[src/rtl/iq_buffer.sv]
// Circular instruction queue: up to two decoded instructions in per cycle, one out at the head.
// Raises stall_from_decode when a two-wide push cannot be guaranteed room.
module iq_buffer #(
  parameter int unsigned DEPTH = 8,
  parameter int unsigned WIDTH = 64
) (
  input  logic                       clk,
  input  logic                       resetn,
  input  logic [1:0]                 push_num,
  input  logic [WIDTH-1:0]           push_data0,
  input  logic [WIDTH-1:0]           push_data1,
  input  logic                       stall_to_id_is,
  input  logic                       stall_to_is,
  input  logic                       flash_to_iq,
  input  logic                       pop_ready,
  output logic                       head_valid,
  output logic [WIDTH-1:0]           head_data,
  output logic [$clog2(DEPTH):0]     count,
  output logic                       stall_from_decode,
  output logic                       overflow_err
);

  localparam int unsigned PTR_W = $clog2(DEPTH);
  localparam int unsigned CNT_W = PTR_W + 1;

  logic [PTR_W-1:0] wr_ptr_q, wr_ptr_d;
  logic [PTR_W-1:0] rd_ptr_q, rd_ptr_d;
  logic [CNT_W-1:0] count_q, count_d;
  logic             overflow_q, overflow_d;
  logic [WIDTH-1:0] mem_q [DEPTH];
  logic [WIDTH-1:0] mem_d [DEPTH];

  logic [1:0]       eff_push;
  logic [1:0]       acc_push;
  logic [CNT_W-1:0] room;
  logic             do_pop;

  // Push truncation against free space seen at the start of the cycle; a same-cycle pop frees nothing.
  always_comb begin
    eff_push = 2'd0;
    if (!stall_to_id_is) begin
      eff_push = push_num[1] ? 2'd2 : push_num;
    end
    room     = CNT_W'(DEPTH) - count_q;
    acc_push = eff_push;
    if (CNT_W'(eff_push) > room) begin
      acc_push = room[1:0];
    end
    do_pop = (count_q != '0) && pop_ready && !stall_to_is;
  end

  always_comb begin
    mem_d      = mem_q;
    wr_ptr_d   = wr_ptr_q;
    rd_ptr_d   = rd_ptr_q;
    count_d    = count_q;
    overflow_d = overflow_q;
    if (flash_to_iq) begin
      wr_ptr_d = '0;
      rd_ptr_d = '0;
      count_d  = '0;
    end else begin
      if (acc_push != 2'd0) begin
        mem_d[wr_ptr_q] = push_data0;
      end
      if (acc_push == 2'd2) begin
        mem_d[wr_ptr_q + PTR_W'(1)] = push_data1;
      end
      wr_ptr_d   = wr_ptr_q + PTR_W'(acc_push);
      rd_ptr_d   = rd_ptr_q + PTR_W'(do_pop);
      count_d    = count_q + CNT_W'(acc_push) - CNT_W'(do_pop);
      overflow_d = overflow_q | (acc_push != eff_push);
    end
  end

  always_ff @(posedge clk or negedge resetn) begin
    if (!resetn) begin
      wr_ptr_q   <= '0;
      rd_ptr_q   <= '0;
      count_q    <= '0;
      overflow_q <= 1'b0;
    end else begin
      wr_ptr_q   <= wr_ptr_d;
      rd_ptr_q   <= rd_ptr_d;
      count_q    <= count_d;
      overflow_q <= overflow_d;
    end
  end

  // Entry storage needs no reset: contents are masked by head_valid.
  always_ff @(posedge clk) begin
    mem_q <= mem_d;
  end

  assign head_valid        = (count_q != '0);
  assign head_data         = head_valid ? mem_q[rd_ptr_q] : '0;
  assign count             = count_q;
  assign stall_from_decode = (count_q >= CNT_W'(DEPTH - 1));
  assign overflow_err      = overflow_q;

endmodule
[config.mk]
export PLATFORM = sky130hd
export DESIGN_NAME = iq_buffer
export DESIGN_NICKNAME = d
export VERILOG_FILES = /design/src/rtl/iq_buffer.sv
export SDC_FILE = /design/constraint.sdc
export NUM_CORES = 1
export LEC_CHECK = 0
export BUFFER_PORTS_ARGS = -buffer_cell sky130_fd_sc_hd__buf_2
export CAP_MARGIN = 10
export CORE_MARGIN = 2
export CORE_UTILIZATION = 38
export DETAILED_ROUTE_END_ITERATION = 16
export GPL_TIMING_DRIVEN = 0
export SYNTH_ARGS = -nofsm -noshare
export SYNTH_HDL_FRONTEND = slang
export SYNTH_SLANG_ARGS = --single-unit
[constraint.sdc]
create_clock -name clk -period 4.2 [get_ports clk]
set_input_delay 0 -clock clk [delete_from_list [all_inputs] [get_ports clk]]
set_output_delay 0 -clock clk [all_outputs]
set_load 0.02 [all_outputs]
==> run_results.csv <==
group,metric,value,unit
setup_path,worstSetupEndpointType,"flop",
global_route,track_usage,31.80,%
power,switchingPower,0.01235,W
power,internal_power,0.01461,W
cts,cts_made_buffers,61,
logic_synthesis,synth.most_common_cell,"o21ai_0",
timing,finalCritPeriodShare,94.83,%
logic_synthesis,synth_edf_count,512,
setup_path,startpoint_type,"flop",
logic_synthesis,yosys_warnings,0,
detailed_routing,routedWlPerCell,30.15,µm
layout,fin_util,44.79,%
placement,dp_cells,4906,
setup_path,crit_chain,"inv_1 -> ha_1 -> inv_1 -> ha_1 -> nor2b_1 -> o211a_1 -> buf_6 -> nand3_1 -> clkdlybuf4s15_1 -> clkbuf_1 -> a21oi_1 -> a31oi_1",
detailed_routing,drc,0,
layout,nets,4072,
detailed_routing,vias_per_cell,6.773,
layout,n_fill_cell,8835,
timing,relSlewSlack,12.55,%
timing,fin_crit,3983,ps
layout,fin_cells,5164,
layout,syn_to_final_growth,16.96,%
logic_synthesis,yosysSeqAreaShare,44.66,%
timing,drv_slew,0,
global_route,first_global_vias,32830,
placement,hpwl,111500,µm
global_route,grt_max_degree,42,
cts,clk_pin_slew,60,ps
logic_synthesis,synthArstFlopShare,2.103,%
timing,fin_skew,31.28,ps
power,power_leakage,12.62,nW
flow_run,max-cap-violations,0,
worst_hold_path,hold_path_class,"input pin to flop",
global_route,antenna_found_initial,5,
logic_synthesis,syn_area_per_cell,9.858,µm²
detailed_routing,ant_nets,0,
logic_synthesis,synthesis.nets,3707,
detailed_routing,drt_iter0_drc,5608,
power,pwr-share-clk,19.7,%
floorplan,die_x,307.7,µm
global_route,grt_first_pass_wirelength,224500,µm
setup_path,arrival,4490,ps
cts,tritoncts,"done",
logic_synthesis,synth_common_cells,"o21ai_0 (517), a21oi_1 (514), a31oi_1 (512), edfxtp_1 (512), clkbuf_1 (344)",
timing,worstMarginPinSlew,1312,ps
placement,routabilityCongestion,0.9539,
placement,io_buffers,142,
power,p_seq_share,31.5,%
floorplan,start_util,38.29,%
setup_path,max_stage_delay,910,ps
logic_synthesis,ys_ff_latch,523,
floorplan,die_y,307.7,µm
layout,drive_above_1_share,14.03,%
setup_path,path_max_fanout,10,
logic_synthesis,syn-instance-count,3555,
floorplan,rows,111,
cts,clkSinkCount,523,
floorplan,dieArea,94670,µm²
run_status,status,"finished clean",
power,comb_power_share,48.8,%
setup_path,cp_data_required_time,4710,ps
detailed_routing,postRouteWirelength,155700,µm
power,power_density,657.7,nW/µm²
setup_path,regToRegSetupSlack,220,ps
logic_synthesis,yosys-top-cells-area,"edfxtp_1 (44%), a31oi_1 (9.1%), mux4_2 (8.2%)",
detailed_routing,vias,34980,
detailed_routing,drt-pass1-iter-count,9,
cts,clockBufferDepth,3,
power,switching_share,45.81,%
cts,clock_latency,680,ps
setup_path,criticalPathCategory,"flop to flop",
logic_synthesis,yosysUniqueCellTypes,39,
cts,htreeDepth,2,
logic_synthesis,synth_top_area_cell,"edfxtp_1",
logic_synthesis,synth.cell_area,35040,µm²
timing,final-hold-violation-count,0,
logic_synthesis,synthFlopType,"edfxtp_1",
global_route,gr-total-overflow,0,
floorplan,core,91520,µm²
setup_path,cp_slowest_cell,"clkdlybuf4s15_1",
timing,max_freq,0.2511,GHz
power,ir_drop,393.5,µV
timing,setup_viol,0,
floorplan,pin_count,207,
logic_synthesis,synth.top_cell.area_share,43.87,%
cts,cts-root-buf,"clkbuf_16",
timing,grt_setup_unrepaired,"no",
through the flow:
step	setup WS [ps]	hold WS (ps)	power (W)	instance area (µm²)	TNS, ps
global route	110.6	31.32	0.02794	40970	0
floorplan	-4024	-295.6	0.01600	35070	-2060240
detailed placement	-330.0	-109.8	0.02106	37660	-15580
CTS	2.650	23.69	0.02636	40850	0
global placement	-8749	-110.7	0.02087	37260	-4548630
finish	217.0	19.27	0.02696	40990	0
cell type report:
type,count,area (µm²),share of cell area [%]
Antenna cell,9,22.52,0.05495
Buffer,536,2248,5.485
Clock buffer,77,1587,3.871
Clock inverter,35,272.8,0.6654
Inverter,11,45.04,0.1099
Multi-Input combinational cell,2485,17230,42.04
Sequential cell,523,15650,38.18
Tap cell,1186,1484,3.620
Timing Repair Buffer,302,2449,5.974
critical path, delay by kind of cell (launching register included):
family	cells	cell delay [ps]
buffers and inverters	5	1850
adders and majority gates	2	700
AOI/OAI and AO/OA	3	550
DFF	1	490
and+or+nand+nor	2	250
cells by family (layout without fill, tap and decap cells):
| family | count (synthesis) | after routing | share of synthesized area, % |
|---|---|---|---|
| flops | 523 | 523 | 44.66 |
| compound gates | 1563 | 1563 | 24.35 |
| fa+ha+maj | 16 | 16 | 0.6141 |
| other cells | 0 | 9 | 0 |
| buf+inv | 547 | 961 | 6.177 |
| xor+xnor | 12 | 12 | 0.3428 |
| mux | 193 | 193 | 10.08 |
| simple gates | 701 | 701 | 13.78 |
what timing repair did:
item / 4_1_cts / 5_1_grt
setup buffers: 0 / 5
endpoints found under the setup margin: 174 / 434
pin swaps: 0 / 3
hold buffers: 132 / 0
endpoints found under the hold margin: 510 / 0
cloned: 0 / 0
resized for setup: 11 / 102
path summary, 6_finish.rpt:
check | start | end | depth (start not counted)
worst max-delay path | count[0] | mem_q[138] | 12
worst min-delay path | pop_ready | rd_ptr_q[0] | 4
worst max register to register | count[0] | mem_q[138] | 12
worst min register to register | overflow_err | overflow_err | 1
max in group asynchronous | resetn | count[0] | 3
min in group asynchronous | resetn | count[3] | 3
metal layers:
layer / GRT usage, % / vias to the layer above / share of wire (%)
li1: - / 14950 / -
met1: 42.32 / 17020 / 38
met2: 48.48 / 2546 / 44
met3: 7.460 / 461 / 12
met4: 15.93 / 6 / 5.8
met5: 0 / - / 0.065
registers in the layout (all words and copies together) (netlist names):
| signal | flops |
|---|---|
| count | 4 |
| mem_q | 512 |
| overflow_err | 1 |
| rd_ptr_q | 3 |
| wr_ptr_q | 3 |
placed cells by master, fill, tap and decap left out, types with 8 or more instances in the layout:
| cell type | synthesis | final |
|---|---|---|
| a31oi_1 | 512 | 512 |
| inv_1 | 11 | 10 |
| dfrtp_1 | 11 | 10 |
| buf_1 | 123 | 123 |
| o21ai_0 | 517 | 517 |
| mux2i_1 | 65 | 65 |
| clkinv_1 | 0 | 17 |
| nor2_1 | 74 | 74 |
| or3b_2 | 38 | 38 |
| edfxtp_1 | 512 | 512 |
| and2_1 | 10 | 10 |
| nand4_1 | 256 | 256 |
| xnor2_1 | 8 | 8 |
| clkbuf_2 | 0 | 62 |
| clkinv_2 | 0 | 12 |
| or3b_1 | 220 | 220 |
| o211ai_1 | 8 | 8 |
| dlygate4sd3_1 | 0 | 132 |
| nor2b_1 | 74 | 74 |
| buf_12 | 0 | 15 |
| nand2_1 | 8 | 8 |
| a21oi_1 | 514 | 514 |
| ha_1 | 14 | 14 |
| nor3_1 | 8 | 8 |
| buf_4 | 0 | 12 |
| clkbuf_16 | 0 | 62 |
| buf_2 | 65 | 202 |
| mux4_2 | 128 | 128 |
| clkbuf_1 | 344 | 294 |
| diode_2 | 0 | 9 |
power groups by stage:
| stage | clock (W) | sequential, W | combinational [W] |
|---|---|---|---|
| 3_5_place_dp | 0 | 0.00854 | 0.0125 |
| 5_1_grt | 0.00545 | 0.00859 | 0.0139 |
| 4_1_cts | 0.00526 | 0.00845 | 0.0127 |
| 3_3_place_gp | 0 | 0.00861 | 0.0123 |
| 2_1_floorplan | 0 | 0.00824 | 0.00776 |
| 6_report | 0.00530 | 0.00849 | 0.0132 |
Note: power is estimated with default switching activity, not from simulation.
